==> config.mk <==
export PLATFORM = sky130hd
export DESIGN_NAME = config_loader
export DESIGN_NICKNAME = d
export VERILOG_FILES = /design/src/rtl/config_loader.sv
export SDC_FILE = /design/constraint.sdc
export NUM_CORES = 1
export LEC_CHECK = 0
export CAP_MARGIN = 20
export CORE_MARGIN = 2
export CORE_UTILIZATION = 53
export DETAILED_ROUTE_END_ITERATION = 10
export GPL_ROUTABILITY_DRIVEN = 0
export GPL_TIMING_DRIVEN = 1
export PLACE_DENSITY = 0.79
export SYNTH_ARGS = -nofsm -noshare
export SYNTH_HDL_FRONTEND = slang
export SYNTH_SLANG_ARGS = --single-unit
==> constraint.sdc <==
create_clock -name clk -period 2.5 [get_ports clk]
set_input_delay 0.375 -clock clk [delete_from_list [all_inputs] [get_ports clk]]
set_output_delay 0.375 -clock clk [all_outputs]
set_load 0.005 [all_outputs]
==> src/rtl/config_loader.sv <==
// config_loader: serial-to-parallel front end for the configuration register bank.
// Receives 13-bit frames {addr[3:0], data[7:0], parity} MSB first on sdi while
// sen is high, checks even parity, address range and frame length, then drives
// the shared din bus and a one-hot load strobe into the addressed cell.
//
// Handshake: sen is a frame enable, high for exactly the 13 bit cycles of a
// frame; sdi is sampled on every rising edge where sen=1. The outputs din/load
// are registered. load is high for a single cycle and is the only qualifier for
// din, which holds its last accepted value otherwise. frame_err is a one-cycle
// pulse per rejected frame.
module config_loader #(
  parameter int NCELLS = 16
) (
  input  logic              clk,
  input  logic              rstn,
  input  logic              sen,
  input  logic              sdi,
  output logic [7:0]        din,
  output logic [NCELLS-1:0] load,
  output logic              busy,
  output logic              frame_err,
  output logic [7:0]        err_cnt,
  output logic [1:0]        dbg_state
);

  typedef enum logic [1:0] {
    IDLE     = 2'd0,
    SHIFT    = 2'd1,
    EVAL     = 2'd2,
    WAIT_LOW = 2'd3
  } state_e;

  // Address field is fixed at 4 bits, so compare in 5 bits to allow NCELLS=16.
  localparam logic [4:0] NCELLS_W = 5'(NCELLS);
  localparam logic [3:0] LAST_BIT = 4'd12;

  state_e              state_q, state_d;
  logic [12:0]         sr_q, sr_d;
  logic [3:0]          cnt_q, cnt_d;
  logic [7:0]          din_q, din_d;
  logic [NCELLS-1:0]   load_q, load_d;
  logic                err_q, err_d;
  logic [7:0]          err_cnt_q, err_cnt_d;

  logic [3:0]          frame_addr;
  logic [7:0]          frame_data;
  logic                parity_ok;
  logic                addr_ok;
  logic                reject;

  assign frame_addr = sr_q[12:9];
  assign frame_data = sr_q[8:1];
  assign parity_ok  = ~(^sr_q);
  assign addr_ok    = ({1'b0, frame_addr} < NCELLS_W);

  // State, shift register and output registers; reset lands in WAIT_LOW so a
  // frame already in flight at reset release is never picked up halfway.
  always_ff @(posedge clk or negedge rstn) begin
    if (!rstn) begin
      state_q   <= WAIT_LOW;
      sr_q      <= '0;
      cnt_q     <= '0;
      din_q     <= '0;
      load_q    <= '0;
      err_q     <= 1'b0;
      err_cnt_q <= '0;
    end else begin
      state_q   <= state_d;
      sr_q      <= sr_d;
      cnt_q     <= cnt_d;
      din_q     <= din_d;
      load_q    <= load_d;
      err_q     <= err_d;
      err_cnt_q <= err_cnt_d;
    end
  end

  // Next-state, bit capture and accept/reject decision.
  always_comb begin
    state_d   = state_q;
    sr_d      = sr_q;
    cnt_d     = cnt_q;
    din_d     = din_q;
    load_d    = '0;
    err_d     = 1'b0;
    err_cnt_d = err_cnt_q;
    reject    = 1'b0;

    case (state_q)
      WAIT_LOW: begin
        if (!sen) state_d = IDLE;
      end
      IDLE: begin
        if (sen) begin
          // This edge captures bit 0 of the new frame.
          sr_d    = {12'd0, sdi};
          cnt_d   = 4'd1;
          state_d = SHIFT;
        end
      end
      SHIFT: begin
        if (sen) begin
          sr_d = {sr_q[11:0], sdi};
          if (cnt_q == LAST_BIT) begin
            state_d = EVAL;
          end else begin
            cnt_d = cnt_q + 4'd1;
          end
        end else begin
          // sen dropped before all 13 bits arrived: short frame.
          reject  = 1'b1;
          state_d = IDLE;
        end
      end
      EVAL: begin
        if (parity_ok && addr_ok && !sen) begin
          din_d = frame_data;
          for (int i = 0; i < NCELLS; i++) begin
            load_d[i] = (frame_addr == 4'(i));
          end
          state_d = IDLE;
        end else begin
          // sen still high here is an overrun; wait for it to fall.
          reject  = 1'b1;
          state_d = sen ? WAIT_LOW : IDLE;
        end
      end
      default: state_d = WAIT_LOW;
    endcase

    // A reject with several causes still counts once.
    if (reject) begin
      err_d = 1'b1;
      if (err_cnt_q != 8'hFF) err_cnt_d = err_cnt_q + 8'd1;
    end
  end

  assign din       = din_q;
  assign load      = load_q;
  assign frame_err = err_q;
  assign err_cnt   = err_cnt_q;
  assign busy      = (state_q != IDLE);
  assign dbg_state = state_q;

endmodule

==> metrics.txt <==
Synth Register Bits=52; clk_lat worst skew=0.30 ns; largest net degree at the start of global routing=53; CTS tree=done; GRT met2 Usage=27.8%; status=finished clean; post-synth top area share=51.4%; vias in the first global route=1665; Final Hold Vio Count=0; Final period util=92.4%; crit path time final=2.31 ns; crit path cell chain=xnor2_1 -> xnor3_2 -> xnor2_2 -> buf_4 -> o21ai_0 -> mux2_2; Post-synth EDFFs=0; ys async rst share=100%; Die W=71.7 um; area grow syn2layout=24.2%; Critical Path AT=2.50 ns; DP Wirelength=2990 um; register area share after synthesis=53.6%; Power per Cell Area=1060 mW/mm^2; Filler Cell Count=337; Worst Skew=0.00568 ns; ANT cells=0; Hold Crit Class=in2async; FP Rows=24; die outline height=71.7 um; cts hold-fix bufs=0; initial antenna violation count=0; Initial Utilization=55.5%; final std cells w/o fill=302; H-tree level count=2; Slew HR=58.1%; WL final=4390 um; Nets=262; number of placed I/O pins=40; gr ovfl total=0; synthesized area per cell=11.8 um^2; critical path required time=2.69 ns; setup TNS=0 ns; vias per inst=5.91; mapped cell area=0.00243 mm^2; count of different cell masters after synthesis=42; buffers from clock root to sink, at most=2; CP Class=reg2reg; Post-synth top cells=dfrtp_1 (50), a22o_1 (15), nand3_1 (13), nor3_1 (13), mux2_2 (11); Max Fclk=433 MHz; Sink Count=52; top cells by area, synth=dfrtp_1 (51%), a22o_1 (5.4%), mux2_2 (5.1%); most common cell in the synthesized netlist=dfrtp_1; Slew @ Worst Pin=0.629 ns; max incr delay on CP=0.51 ns; Critical path buffers and inverters=1; IO Port Bufs=39; Primary FF master, synth=dfrtp_1; core box area=0.00438 mm^2; Final setup viols=0; crit end category=register; maximum VDD drop=0.662 mV; Detailed Routing Iterations Pass 1=4; Mapped Cells=207; routed via count=1784; synthesized net count=219; TritonCTS Buffers=5; GRT busiest layer=met2; share of cells above drive strength 1=14.0%; Worst-path clk slew=0.09 ns; DR DRC count=0; Leakage=1.33 nW; DRT iter0 DRCs=153; MaxCap Viol Count=0; CP top delay family=XOR/XNOR gates; WHS=0.173 ns; CP Max Fanout=12; RSZ-0062 raised after global routing=no; gr usage total=18.4%; Root Buffer=clkbuf_8; first-pass GRT wire length=7450 um; Ys Warns=0; full die area=0.00515 mm^2; GRT met1 Usage=25.6%; Setup crit start kind=register; placed cells=295; CP max stage cell=dfrtp_1; final slew viol count=0; met3 Resource Use GR=5.20%; Antenna Violating Nets Remaining=0; Synth area leader=dfrtp_1; WL/cell=14.5 um
power breakdown:
part / internal [mW] / total [mW] / switching [mW]
clock network: 0.394 / 0.656 / 0.262
registers: 1.01 / 1.18 / 0.169
logic: 0.700 / 1.37 / 0.667
sequential cells by signal, summed over array words and instances (netlist names):
register / flops
cnt_q: 4
dbg_state: 2
din: 8
err_cnt: 8
frame_err: 1
load: 16
sr_q: 13
timing repair:
action / 4_1_cts / 5_1_grt
endpoints found under the setup margin: 0 / 1
endpoints found under the hold margin: 0 / 0
resized for setup: 0 / 1
setup buffers: 0 / 0
kinds of logic (layout without fill, tap and decap cells):
kind of cell	Yosys count	count (layout)	synth area share (%)
compound gates	39	39	12.0
xor+xnor	11	11	6.02
fa+ha+maj	8	8	4.12
buf+inv	20	63	4.01
flops	52	52	53.6
mux	11	11	5.09
simple gates	66	66	15.1
metal layers:
layer | up-vias | wire length [um]
met5 | - | 0
met4 | 0 | 53
met3 | 6 | 246
met2 | 50 | 2040
met1 | 889 | 2060
li1 | 839 | -
area by class of cell:
| class | instances | area (um^2) | share of cell area [%] |
|---|---|---|---|
| Clock buffer | 5 | 68.8 | 2.28 |
| Clock inverter | 2 | 60.1 | 1.99 |
| Inverter | 8 | 30.0 | 0.994 |
| Multi-Input combinational cell | 135 | 1040 | 34.4 |
| Sequential cell | 52 | 1300 | 43.2 |
| Tap cell | 52 | 65.1 | 2.15 |
| Timing Repair Buffer | 48 | 453 | 15.0 |
stage by stage:
| step | utilization (%) | total power, mW | cell area, um^2 | worst slack, ns |
|---|---|---|---|---|
| 3_3_place_gp | 65.8 | 2.49 | 2880 | 0.296 |
| 3_5_place_dp | 65.8 | 2.53 | 2880 | 0.252 |
| 4_1_cts | 68.7 | 3.20 | 3010 | 0.225 |
| 6_report | 68.9 | 3.20 | 3020 | 0.189 |
| 2_1_floorplan | - | 2.09 | 2430 | 0.237 |
| 5_1_grt | 68.9 | 3.42 | 3020 | 0.0142 |
worst paths after layout:
kind                                       from                     end  slack, ns  cells past startpoint
min in group clk             din[2]$_DFFE_PN0P_      din[2]$_DFFE_PN0P_       0.51                      1
max in group asynchronous                  rstn    cnt_q[0]$_DFFE_PN0P_       1.91                      2
min                                        rstn      load[10]$_DFF_PN0_       0.17                      2
min reg2reg                  din[2]$_DFFE_PN0P_      din[2]$_DFFE_PN0P_       0.51                      1
max                        sr_q[12]$_DFFE_PN0P_  err_cnt[1]$_DFFE_PN0P_       0.19                      6
max reg2reg                sr_q[12]$_DFFE_PN0P_  err_cnt[1]$_DFFE_PN0P_       0.19                      6
worst register-to-register path, cell delays in order, from the launching register on:
cell and delay [ns]:
dfrtp_1 0.51, xnor2_1 0.17, xnor3_2 0.47, xnor2_2 0.18
buf_4 0.19, o21ai_0 0.31, mux2_2 0.38
cell usage in the layout (no fill, tap or decap), types with 2 or more instances in the layout:
master	n
nand2b_1	4
or4_1	3
xnor2_1	5
nand4_1	2
nor4b_1	2
xor2_1	2
bufinv_16	2
dfstp_2	2
nand3_1	13
ha_1	8
nor3_1	13
nor2_1	4
nor4_1	6
buf_4	9
nand2_1	7
clkbuf_8	5
dfrtp_1	50
o21ai_0	4
xnor3_1	2
nor2b_1	2
mux2_2	11
a211oi_1	4
a21oi_1	6
clkdlybuf4s50_1	38
and2_1	6
inv_1	8
a31o_2	2
a22o_1	15
Power figures use the tool's default switching activity.
